[src/rtl/sam_ctrl_pkg.sv]
// Shared definitions for the SAM sequencer: state encoding, opcodes and control-word bit positions.
package sam_ctrl_pkg;

    localparam int CW_W = 22;

    typedef enum logic [4:0] {
        ST_RST   = 5'd0,
        ST_F0    = 5'd1,
        ST_F1    = 5'd2,
        ST_FW    = 5'd3,
        ST_FL    = 5'd4,
        ST_F3    = 5'd5,
        ST_DEC   = 5'd6,
        ST_RQ    = 5'd7,
        ST_RL    = 5'd8,
        ST_LD0   = 5'd9,
        ST_LD1   = 5'd10,
        ST_AD0   = 5'd11,
        ST_AD1   = 5'd12,
        ST_EXW   = 5'd13,
        ST_ST0   = 5'd14,
        ST_ST1   = 5'd15,
        ST_ST_WR = 5'd16,
        ST_BR    = 5'd17
    } state_t;

    localparam logic [1:0] OP_LOAD  = 2'b00;
    localparam logic [1:0] OP_STORE = 2'b01;
    localparam logic [1:0] OP_ADD   = 2'b10;
    localparam logic [1:0] OP_BRN   = 2'b11;

    localparam int B_PC_ABUS    = 21;
    localparam int B_IR_ABUS    = 20;
    localparam int B_MBR_ABUS   = 19;
    localparam int B_RBUS_AC    = 18;
    localparam int B_AC_ALUA    = 17;
    localparam int B_MBUS_ALUB  = 16;
    localparam int B_ALU_ADD    = 15;
    localparam int B_ALU_PASSB  = 14;
    localparam int B_MAR_ADDR   = 13;
    localparam int B_MBR_DATA   = 12;
    localparam int B_ABUS_IR    = 11;
    localparam int B_ABUS_MAR   = 10;
    localparam int B_DATA_MBR   = 9;
    localparam int B_RBUS_MBR   = 8;
    localparam int B_MBR_MBUS   = 7;
    localparam int B_PC_ZERO    = 6;
    localparam int B_PC_INC     = 5;
    localparam int B_ABUS_PC    = 4;
    localparam int B_RW         = 3;
    localparam int B_REQUEST    = 2;
    localparam int B_AC_RBUS    = 1;
    localparam int B_ALU_RBUS   = 0;

endpackage

[src/rtl/sam_ctrl_rom.sv]
// Combinational state -> control-word decoder for the SAM sequencer.
module sam_ctrl_rom
    import sam_ctrl_pkg::*;
(
    input  state_t            state,
    output logic [CW_W-1:0]   word
);

    always_comb begin
        // NOTE: default every bit first so no path through the case can infer a latch.
        word        = '0;
        word[B_RW]  = 1'b1;
        case (state)
            ST_F0:    begin word[B_PC_ABUS] = 1'b1; word[B_ABUS_MAR] = 1'b1; end
            ST_F1:    begin word[B_MAR_ADDR] = 1'b1; word[B_REQUEST] = 1'b1; word[B_PC_INC] = 1'b1; end
            ST_FW:    begin word[B_MAR_ADDR] = 1'b1; word[B_REQUEST] = 1'b1; end
            ST_FL:    word[B_DATA_MBR] = 1'b1;
            ST_F3:    begin word[B_MBR_ABUS] = 1'b1; word[B_ABUS_IR] = 1'b1; end
            ST_DEC:   begin word[B_IR_ABUS] = 1'b1; word[B_ABUS_MAR] = 1'b1; end
            ST_RQ:    begin word[B_MAR_ADDR] = 1'b1; word[B_REQUEST] = 1'b1; end
            ST_RL:    word[B_DATA_MBR] = 1'b1;
            ST_LD0:   begin word[B_MBR_MBUS] = 1'b1; word[B_MBUS_ALUB] = 1'b1; word[B_ALU_PASSB] = 1'b1; end
            ST_LD1:   begin word[B_ALU_PASSB] = 1'b1; word[B_ALU_RBUS] = 1'b1; end
            ST_AD0:   begin
                word[B_AC_ALUA]   = 1'b1;
                word[B_MBR_MBUS]  = 1'b1;
                word[B_MBUS_ALUB] = 1'b1;
                word[B_ALU_ADD]   = 1'b1;
            end
            ST_AD1:   begin word[B_ALU_ADD] = 1'b1; word[B_ALU_RBUS] = 1'b1; end
            ST_EXW:   word[B_RBUS_AC] = 1'b1;
            ST_ST0:   word[B_AC_RBUS] = 1'b1;
            ST_ST1:   word[B_RBUS_MBR] = 1'b1;
            ST_ST_WR: begin
                word[B_MAR_ADDR] = 1'b1;
                word[B_MBR_DATA] = 1'b1;
                word[B_REQUEST]  = 1'b1;
                word[B_RW]       = 1'b0;
            end
            ST_BR:    begin word[B_IR_ABUS] = 1'b1; word[B_ABUS_PC] = 1'b1; end
            default:  word[B_PC_ZERO] = 1'b1;
        endcase
    end

endmodule

[src/rtl/sam_controller.sv]
// Moore sequencer for the SAM accumulator machine; b is registered and decoded from the next state.
// Optional debug port `state` is enabled by defining SAM_CTRL_STATE_OUT_EN.
module sam_controller
    import sam_ctrl_pkg::*;
(
    input  logic              clk,
    input  logic              reset,
    input  logic              WAIT,
    input  logic              ir15,
    input  logic              ac15,
    input  logic              ir14,
    output logic [CW_W-1:0]   b
`ifdef SAM_CTRL_STATE_OUT_EN
    ,
    output logic [4:0]        state
`endif
);

    state_t            state_q;
    state_t            next_state;
    state_t            rom_state;
    logic [CW_W-1:0]   rom_word;
    logic [1:0]        opcode;

    assign opcode = {ir15, ir14};

    always_comb begin
        next_state = ST_RST;
        case (state_q)
            ST_RST:   next_state = ST_F0;
            ST_F0:    next_state = ST_F1;
            ST_F1:    next_state = ST_FW;
            ST_FW:    next_state = WAIT ? ST_FW : ST_FL;
            ST_FL:    next_state = ST_F3;
            ST_F3:    next_state = ST_DEC;
            ST_DEC: begin
                case (opcode)
                    OP_STORE: next_state = ST_ST0;
                    OP_BRN:   next_state = ac15 ? ST_BR : ST_F0;
                    default:  next_state = ST_RQ;
                endcase
            end
            ST_RQ:    next_state = WAIT ? ST_RQ : ST_RL;
            // Only LOAD and ADD reach RL, so IR[15] alone separates them.
            ST_RL:    next_state = ir15 ? ST_AD0 : ST_LD0;
            ST_LD0:   next_state = ST_LD1;
            ST_LD1:   next_state = ST_EXW;
            ST_AD0:   next_state = ST_AD1;
            ST_AD1:   next_state = ST_EXW;
            ST_EXW:   next_state = ST_F0;
            ST_ST0:   next_state = ST_ST1;
            ST_ST1:   next_state = ST_ST_WR;
            ST_ST_WR: next_state = WAIT ? ST_ST_WR : ST_F0;
            ST_BR:    next_state = ST_F0;
            default:  next_state = ST_RST;
        endcase
    end

    // Decode the state being entered so b changes on the same edge as the state.
    assign rom_state = reset ? ST_RST : next_state;

    sam_ctrl_rom u_rom (
        .state (rom_state),
        .word  (rom_word)
    );

    always_ff @(posedge clk) begin
        // NOTE: sequential state uses non-blocking assignments so every register sees pre-edge values.
        if (reset) begin
            state_q <= ST_RST;
        end else begin
            state_q <= next_state;
        end
        b <= rom_word;
    end

`ifdef SAM_CTRL_STATE_OUT_EN
    assign state = state_q;
`endif

endmodule

[config.mk]
export PLATFORM = sky130hd
export DESIGN_NAME = sam_controller
export DESIGN_NICKNAME = d
export VERILOG_FILES = /design/src/rtl/sam_ctrl_pkg.sv /design/src/rtl/sam_ctrl_rom.sv /design/src/rtl/sam_controller.sv
export SDC_FILE = /design/constraint.sdc
export NUM_CORES = 1
export LEC_CHECK = 0
export CAP_MARGIN = 20
export CORE_MARGIN = 4
export CORE_UTILIZATION = 46
export CTS_BUF_LIST = sky130_fd_sc_hd__clkbuf_16
export DETAILED_ROUTE_END_ITERATION = 6
export GPL_TIMING_DRIVEN = 0
export PLACE_DENSITY = 0.75
export SLEW_MARGIN = 20
export SYNTH_ARGS = -nofsm -noshare
export SYNTH_HDL_FRONTEND = slang
export SYNTH_SLANG_ARGS = --single-unit
[constraint.sdc]
create_clock -name clk -period 2.5 [get_ports clk]
set_input_delay 0.25 -clock clk [delete_from_list [all_inputs] [get_ports clk]]
set_output_delay 0.25 -clock clk [all_outputs]
set_load 0.03 [all_outputs]
==> results of run 1 <==
[cell type report]
cell class	count	area, um2	share of cell area
repair buffers	27	270	0.187
clock buffers	3	75.1	0.0519
multi-input cells	72	492	0.340
flip-flops and latches	24	480	0.332
well taps	27	33.8	0.0234
inverters	3	11.3	0.00779
plain buffers	8	52.6	0.0364
clock inverters	1	30.0	0.0208
[logic make-up after synthesis]
group           count (synthesis)  share of synthesized area
flops                          24                      0.464
xor+xnor                        1                    0.00846
buf+inv                        11                     0.0616
simple gates                   46                      0.243
compound gates                 25                      0.223
[registers in the layout, indices dropped and copies added (netlist names)]
register  flops
b            19
state_q       5
[where the power goes]
part           internal (W)  switching (W)  total, W  leakage [nW]
sequential         0.000434      0.0000220  0.000456         0.195
clock              0.000318       0.000130  0.000448        0.0511
combinational      0.000255       0.000394  0.000649         0.336
total               0.00101       0.000546   0.00155         0.582
[metal layers]
metal,vias to the layer above,part of all wire
met2,42,0.48
met1,425,0.44
met3,4,0.066
met5,-,0
met4,0,0.011
li1,453,-
[worst max-delay path, stage by stage]
cell	delay, ns
clkdlybuf4s50_1	0.61
nor2b_1	0.13
o221a_1	0.28
o21ai_4	0.20
inv_2	0.10
or4_4	0.52
o22ai_2	0.17
[final timing paths]
path         startpoint  endpoint  slack [ns]
max reg2reg  state_q[4]     b[10]        0.53
max                WAIT     b[10]        0.43
min reg2reg  state_q[4]      b[1]        0.68
min                ir15      b[1]        0.67
[stage by stage]
| stage | std cells | setup slack [ns] |
|---|---|---|
| finish | 165 | 0.430 |
| global route | 165 | 0.376 |
| CTS | 165 | 0.465 |
| detailed placement | 161 | 0.200 |
| global placement | 161 | 0.226 |
| floorplan | 107 | 0.758 |
[cell usage in the layout, fill, tap and decap left out, types with 2 or more instances in the layout]
cell / Yosys / layout
clkdlybuf4s50_1: 0 / 27
dfxtp_1: 24 / 24
nor2_1: 12 / 12
nand2_1: 7 / 7
buf_4: 5 / 5
nand3_1: 4 / 4
buf_2: 3 / 3
nand2b_1: 3 / 3
a21oi_1: 3 / 3
nor3_1: 3 / 3
clkbuf_16: 0 / 3
inv_1: 2 / 2
a21boi_0: 2 / 2
or4_1: 2 / 2
o211a_1: 2 / 2
o2111ai_1: 2 / 2
a211oi_1: 2 / 2
o21ai_1: 2 / 2
or3_1: 2 / 2
==> summary.md, run 1 <==
| Metric | Value |
|---|---|
| Worst EP required | `2.68 ns` |
| CP Class | `in -> reg` |
| Filler cell count | `166` |
| CP Max Fanout | `7` |
| Synth area leaders | `dfxtp_1 (46%), nor2_1 (4.3%), buf_4 (3.6%)` |
| Pwr Total | `0.00155 W` |
| Core ar. | `0.00204 mm2` |
| Input/output buffers | `27` |
| Synthesized area per cell | `9.68 um2` |
| CTS sink cnt | `24` |
| Worst hold stages | `2` |
| Clk_skew | `0.00122 ns` |
| Post-DR wirelength/cell | `between 10 and 15 um` |
| Num ports | `28` |
| Inserted Clock Buffers | `3` |
| Placer congestion estimate | `0.806` |
| Layout Nets | `145` |
| Count leader, synth | `dfxtp_1` |
| Area grow syn2layout | `39.5%` |
| Post-route ant nets | `0` |
| R2r worst-path depth | `6` |
| Post-synthesis cell area | `0.00104 mm2` |
| Htree depth | `1` |
| Syn Nets | `113` |
| Placed inst area | `0.00134 mm2` |
| Pins Over Slew Limit | `0` |
| DRC violations left | `0` |
| Initial antenna violation count | `0` |
| Asr flop ratio synth | `0` |
| GR Layer Usage met3 | `0.0443` |
| Yosys cell types | `44` |
| Initial Util | `0.507` |
| Root buf cell | `clkbuf_16` |
| TritonCTS clock tree | `yes` |
| Die area | `0.00308 mm2` |
| Final WL | `around 2.4 mm` |
| Layout cell share with drive strength beyond 1 | `0.167` |
| Met1 Track Usage GR | `0.200` |
| Grt ovf | `0` |
| Tcrit/Tclk final | `0.828` |
| Vias in the first global route | `836` |
| Setup_tns | `0 ns` |
| Synth Warn # | `0` |
| Tmin final | `2.07 ns` |
| Worst vdd ir | `0.000820 V` |
| Dpl hpwl | `1.68 mm` |
| Cell area after layout | `0.00145 mm2` |
| RSZ-0062 raised after global routing | `false` |
| GR peak layer | `met2` |
| Post-synth EDFFs | `0` |
| Post-synthesis cell type with the largest combined area | `dfxtp_1` |
| # setup viols final | `0` |
| First-pass GRT wire length | `approximately 4.0 mm` |
| Tot GR Track Use | `0.162` |
| Maximum clock frequency | `between 0.4 and 0.5 GHz` |
| Die W | `55.5 um` |
| Slew headroom | `0.671` |
| Synth Register Bits | `24` |
| Post-synth top area share | `0.464` |
| CP Launch Type | `input pin` |
| Run status | `complete, no violations` |
| Sequential area share after synthesis | `0.464` |
| Most common library cells after synthesis | `dfxtp_1 (24), nor2_1 (12), nand2_1 (7)` |
| DR pass1 iterations | `4` |
| Antenna cells | `0` |
| Utilization after layout | `0.708` |
| Pwr/cell area | `1070 mW/mm2` |
| Via density | `5.60` |
| Gate Count Post-Synth | `107` |
| Worst-Skew Late Latency | `0.25 ns` |
| Worst slew pin tran | `0.490 ns` |
| CTS hold repair buffers | `0` |
| WHS | `0.666 ns` |
| Worst Path Arrival | `2.25 ns` |
| Final hold vios | `0` |
| Largest net degree at the start of global routing | `15` |
| Post-CTS setup buffers | `0` |
| Die height | `55.5 um` |
| GR Util met2 | `0.267` |
| Vias | `924` |
| Worst Hold Class | `in -> reg` |
| Max clock buf depth | `2` |
| # Max-Cap Violations | `0` |
| DR iter-0 viols | `41` |
| Crit end category | `flop` |
| PostCTS Resize Cnt | `0` |
| Primary FF master, synth | `dfxtp_1` |
| Static Leak | `0.582 nW` |
| FP Rows | `16` |
| Clock transition at path regs | `0.06 ns` |
Power figures use the tool's default switching activity.
==> run 2: changes to the inputs <==
--- a/config.mk
+++ b/config.mk
@@ -7,11 +7,11 @@
 export LEC_CHECK = 0
 export CAP_MARGIN = 20
 export CORE_MARGIN = 4
-export CORE_UTILIZATION = 46
+export CORE_UTILIZATION = 42
 export CTS_BUF_LIST = sky130_fd_sc_hd__clkbuf_16
 export DETAILED_ROUTE_END_ITERATION = 6
 export GPL_TIMING_DRIVEN = 0
-export PLACE_DENSITY = 0.75
+export PLACE_DENSITY = 0.72
 export SLEW_MARGIN = 20
 export SYNTH_ARGS = -nofsm -noshare
 export SYNTH_HDL_FRONTEND = slang
==> constraint.sdc (replaced) <==
create_clock -name clk -period 1.9 [get_ports clk]
set_input_delay 0.19 -clock clk [delete_from_list [all_inputs] [get_ports clk]]
set_output_delay 0.19 -clock clk [all_outputs]
set_load 0.03 [all_outputs]
==> run 2 against run 1 <==
Effect of this change:
- worst hold slack worse by 0.30 ns
- utilization down 4.1 points
- combinational power is 49% higher
- largest power group unchanged
- critical path depth is the same
- count of clock-buffer cells in the layout stayed put
- clock skew up 0.0031 ns
- final cell count grew 3.0%
- first-iteration DRC count decreased by 63%
- clock power shrank 1%
- sequential cell count did not move
==> summary.md, run 2 (synthesized netlist as in run 1, its figures left out) <==
| Metric | Value |
|---|---|
| Non-Filler Instances | `170` |
| Run status | `complete, no violations` |
| Worst hold stages | `4` |
| Slew headroom | `0.738` |
| Post-route ant nets | `0` |
| Filler cell count | `180` |
| Layout Nets | `149` |
| R2r worst-path depth | `7` |
| Die W | `57.7 um` |
| Biggest regs | `b: 19 flops, state_q: 5 flops` |
| R2R Path Start | `state_q[1]` |
| Crit end category | `flop` |
| DRC violations left | `0` |
| Worst EP required | `around 2.1 ns` |
| Commonest cells after routing, fill and taps aside | `clkdlybuf4s50_1 (24), dfxtp_1 (23), nor2_1 (12)` |
| WHS | `between 0.3 and 0.4 ns` |
| Worst-Skew Late Latency | `0.25 ns` |
| Maximum clock frequency | `around 0.54 GHz` |
| Tmin final | `1.86 ns` |
| Clock transition at path regs | `0.06 ns` |
| Placed inst area | `0.00134 mm2` |
| Layout cell share with drive strength beyond 1 | `0.254` |
| CTS hold repair buffers | `0` |
| Reg with most FFs | `b` |
| Vias | `933` |
| Reg area | `between 400 and 500 um2` |
| Static Leak | `between 0.6 and 0.7 nW` |
| # setup viols final | `0` |
| Worst slew pin tran | `0.393 ns` |
| CP Max Fanout | `10` |
| Grt ovf | `0` |
| Die height | `57.7 um` |
| Final WL | `around 2.5 mm` |
| Clk_skew | `0.00428 ns` |
| CP Class | `reg -> reg` |
| Via density | `5.49` |
| Tcrit/Tclk final | `0.978` |
| Dpl hpwl | `1.69 mm` |
| Pwr/cell area | `1340 mW/mm2` |
| Capturing point of the worst reg2reg path | `b[10]` |
| Max FFs per register | `19` |
| Largest net degree at the start of global routing | `14` |
| Pwr Total | `between 0.002 and 0.0025 W` |
| Hold Crit Start | `ir14` |
| Pins Over Slew Limit | `0` |
| DR iter-0 viols | `15` |
| Area grow syn2layout | `46.4%` |
| Tot GR Track Use | `0.147` |
| Antenna cells | `0` |
| Die area | `0.00333 mm2` |
| Input/output buffers | `27` |
| Cell area after layout | `0.00152 mm2` |
| Htree depth | `1` |
| Worst vdd ir | `0.000824 V` |
| Worst Path Arrival | `2.04 ns` |
| Initial antenna violation count | `0` |
| Core ar. | `0.00228 mm2` |
| Final hold vios | `0` |
| Worst Hold Class | `in -> reg` |
| Placer congestion estimate | `0.894` |
| Num ports | `28` |
| FP Rows | `17` |
| CP Launch Type | `flop` |
| Placed cells | `162` |
| Reg2reg setup slack | `0.04 ns` |
| # Max-Cap Violations | `0` |
| TritonCTS clock tree | `yes` |
| Worst hold endpoint | `b[1]` |
| Utilization after layout | `0.666` |
| Initial Util | `0.455` |
| Commonest non-fill, non-tap cell in the layout | `clkdlybuf4s50_1` |
| CTS sink cnt | `24` |
| Post-DR wirelength/cell | `14.4 um` |
| Max clock buf depth | `2` |
| DR pass1 iterations | `4` |
| Inserted Clock Buffers | `3` |
| Multi-input logic area | `about 540 um2` |
| Root buf cell | `clkbuf_16` |
| First-pass GRT wire length | `3.90 mm` |
| Vias in the first global route | `869` |
[run 2: cell types whose count changed in the layout (fill, tap and decap cells not counted), sizes merged]
| cell | change |
|---|---|
| dlygate4sd2 | +2 |
| clkdlybuf4s50 | -3 |
| clkinv | +1 |
| dlymetal6s2s | +1 |
| buf | +3 |
| bufinv | -1 |
| clkbuf | +1 |
[run 2: routing by layer]
metal | wire (um) | global-route usage
met5 | 0 | 0
met4 | 51 | 0.0728
met3 | 181 | 0.0356
met2 | 1220 | 0.245
met1 | 1000 | 0.176
[run 2: worst max-delay path: stages (launching register included)]
cell and delay, ns:
dfxtp_1 0.36, buf_6 0.16, nand2_2 0.06, o221a_4 0.27, o21ai_4 0.21, inv_4 0.07, or4_4 0.50, o22ai_2 0.17
[run 2: repair_timing]
item / in CTS / in global routing
gates cloned: 0 / 0
endpoints found under the setup margin: 5 / 13
buffers inserted: 0 / 5
pin swaps: 1 / 6
hold endpoints to repair: 0 / 0
gates resized for setup: 2 / 19
[run 2: final cells by class]
class,count,share of cell area
multi-input combinational,72,0.358
buffer,7,0.0371
inverter,3,0.00908
tap,28,0.0231
sequential,24,0.318
timing repair buffer,32,0.203
clock buffer,3,0.0495
clock inverter,1,0.00248
[run 2: how the worst max path moves through the flow]
stage                    start    end  slack [ns]
floorplan           state_q[0]  b[10]        0.16
global placement          ir15  b[10]       -0.32
detailed placement        ir15  b[10]       -0.36
CTS                       ir14  b[10]       0.005
global route        state_q[3]  b[15]       -0.03
finish              state_q[1]  b[10]        0.04
[run 2: per-stage QoR]
step / setup slack, ns / setup TNS (ns)
finish: 0.0421 / 0
global route: -0.0275 / -0.0638
CTS: 0.00516 / 0
detailed placement: -0.360 / -3.27
global placement: -0.321 / -2.74
floorplan: 0.158 / 0
[run 2: where the power goes]
part	leakage [nW]	switching, W	total [W]	internal, W
clock network	0.0385	0.000161	0.000442	0.000280
logic	0.373	0.000549	0.000970	0.000422
registers	0.196	0.0000469	0.000620	0.000573
==> run 3: changes to the inputs <==
--- a/config.mk
+++ b/config.mk
@@ -7,11 +7,12 @@
 export LEC_CHECK = 0
 export CAP_MARGIN = 20
 export CORE_MARGIN = 4
-export CORE_UTILIZATION = 42
+export CORE_UTILIZATION = 46
 export CTS_BUF_LIST = sky130_fd_sc_hd__clkbuf_16
 export DETAILED_ROUTE_END_ITERATION = 6
 export GPL_TIMING_DRIVEN = 0
-export PLACE_DENSITY = 0.72
+export PLACE_DENSITY = 0.75
+export SETUP_SLACK_MARGIN = 0.05
 export SLEW_MARGIN = 20
 export SYNTH_ARGS = -nofsm -noshare
 export SYNTH_HDL_FRONTEND = slang
==> constraint.sdc (replaced) <==
create_clock -name clk -period 1.8 [get_ports clk]
set_input_delay 0.18 -clock clk [delete_from_list [all_inputs] [get_ports clk]]
set_output_delay 0.18 -clock clk [all_outputs]
set_load 0.03 [all_outputs]
==> run 3 against run 2 <==
Effect of this change:
- the run now ends with setup timing left
- critical path depth shrank 1
- first-iteration DRC count rose to 3.6 times the previous value
- clock power is 42% higher
- sequential cell count stayed put
- final cell count is 2.9% higher
- register-to-register slack worse by 0.11 ns
- worst setup slack got worse by 0.11 ns
- final area grew 8.1%
- critical path type unchanged
==> summary.md, run 3 (synthesized netlist as in run 1, its figures left out) <==
| Metric | Value |
|---|---|
| Pwr Total | `0.00239 W` |
| R2r worst-path depth | `6` |
| Worst-Skew Late Latency | `0.26 ns` |
| Cell area after layout | `0.00164 mm2` |
| Worst Hold Class | `in -> reg` |
| Static Leak | `0.659 nW` |
| Die height | `55.5 um` |
| Vias | `1030` |
| Reg2reg setup slack | `-0.07 ns` |
| Placer congestion estimate | `between 0.8 and 0.9` |
| Final Worst Setup Slack | `-0.0673 ns` |
| TritonCTS clock tree | `yes` |
| Commonest non-fill, non-tap cell in the layout | `clkdlybuf4s50_1` |
| Reg with most FFs | `b` |
| Crit end category | `flop` |
| Non-Filler Instances | `175` |
| Clock transition at path regs | `0.06 ns` |
| Final hold vios | `0` |
| RSZ-0062 raised after global routing | `true` |
| # Max-Cap Violations | `0` |
| CP Launch Type | `flop` |
| Vias in the first global route | `915` |
| Layout cell share with drive strength beyond 1 | `0.345` |
| Post-route ant nets | `0` |
| Root buf cell | `clkbuf_16` |
| Tcrit/Tclk final | `1.04` |
| Placed inst area | `0.00134 mm2` |
| Via density | `about 5.9` |
| Worst Path Arrival | `2.06 ns` |
| Tot GR Track Use | `0.179` |
| Filler cell count | `131` |
| Worst EP required | `1.99 ns` |
| Layout Nets | `155` |
| Num ports | `28` |
| Placed cells | `161` |
| Crit-path max cell delay | `0.55 ns` |
| Crit path depth | `6` |
| Clk_skew | `0.00168 ns` |
| Biggest regs | `b: 19 flops, state_q: 5 flops` |
| CP Class | `reg -> reg` |
| Post-DR wirelength/cell | `18.4 um` |
| Failing checks | `setup timing` |
| DRC violations left | `0` |
| Max clock buf depth | `2` |
| CTS sink cnt | `24` |
| Run status | `complete, but fails checks` |
| Maximum clock frequency | `0.536 GHz` |
| Capturing point of the worst reg2reg path | `b[10]` |
| Antenna cells | `0` |
| Inserted Clock Buffers | `3` |
| Htree depth | `1` |
| DR pass1 iterations | `4` |
| Worst slew pin tran | `0.391 ns` |
| WHS | `about 0.36 ns` |
| Largest net degree at the start of global routing | `15` |
| Utilization after layout | `0.803` |
| Die W | `55.5 um` |
| FP Rows | `16` |
| Commonest cells after routing, fill and taps aside | `clkdlybuf4s50_1 (25), dfxtp_1 (20), nor2_1 (12), buf_4 (12), nand2_1 (6)` |
| CP Max Fanout | `10` |
| Slowest CP cell | `or4_4` |
| CP Cell Sequence | `buf_6 > nor3b_1 > o2111ai_1 > nand2_2 > or4_4 > o22ai_2` |
| Die area | `0.00308 mm2` |
| Area grow syn2layout | `58.2%` |
| Final WL | `3.22 mm` |
| Worst vdd ir | `0.00127 V` |
| Worst path bufs/invs | `1` |
| DR iter-0 viols | `54` |
| Dpl hpwl | `1.68 mm` |
| Initial Util | `0.507` |
| Crit path launch | `state_q[0]` |
| Core ar. | `0.00204 mm2` |
| Max FFs per register | `19` |
| First-pass GRT wire length | `4.40 mm` |
| R2R Path Start | `state_q[0]` |
| Initial antenna violation count | `0` |
| Pins Over Slew Limit | `0` |
| Pwr/cell area | `1460 mW/mm2` |
| Slew headroom | `0.739` |
| CP endpoint | `b[10]` |
| Worst path top cell family by delay | `simple AND/OR/NAND/NOR gates` |
| Input/output buffers | `27` |
| Grt ovf | `0` |
| # setup viols final | `3` |
| Tmin final | `1.87 ns` |
[run 3: power by group]
group,total (W),switching [W],internal [W]
Sequential,0.000645,0.0000381,0.000607
Clock,0.000628,0.000186,0.000442
Combinational,0.00112,0.000643,0.000473
[run 3: cell type report]
type | instances | area [um2] | share of cell area
Buffer | 8 | 78.8 | 0.0481
Clock inverter | 1 | 30.0 | 0.0183
Clock buffer | 3 | 75.1 | 0.0458
Sequential cell | 24 | 488 | 0.298
Inverter | 3 | 15.0 | 0.00916
Timing Repair Buffer | 37 | 340 | 0.208
Tap cell | 27 | 33.8 | 0.0206
Multi-Input combinational cell | 72 | 578 | 0.353
[run 3: worst min-delay path by stage]
stage	from	to	slack (ns)	cells after the start
4_1_cts	ir15	b[1]	0.32	2
2_1_floorplan	reset	b[1]	0.26	1
3_5_place_dp	state_q[4]	b[1]	0.66	3
6_report	ir15	b[1]	0.36	2
5_1_grt	ir15	b[1]	0.36	2
3_3_place_gp	state_q[4]	b[1]	0.65	3
[run 3: timing repair]
item | CTS | global route
hold endpoints to repair | 0 | 0
resized for setup | 20 | 13
hold buffers | 0 | 0
pin swaps | 3 | 6
buffers inserted | 4 | 5
setup endpoints to repair | 12 | 14
cloned | 0 | 1
[run 3: layer usage]
metal,vias up,share of wire,track usage
met5,-,0,0
met4,0,0.037,0.0764
met3,15,0.065,0.0443
met2,60,0.48,0.291
met1,483,0.41,0.223
li1,472,-,-
[run 3: stage by stage]
| stage | setup TNS [ns] | worst slack [ns] |
|---|---|---|
| floorplan | 0 | 0.0580 |
| global placement | -4.34 | -0.404 |
| detailed placement | -4.57 | -0.430 |
| CTS | 0 | 0.0257 |
| global route | -0.467 | -0.0946 |
| finish | -0.0701 | -0.0673 |
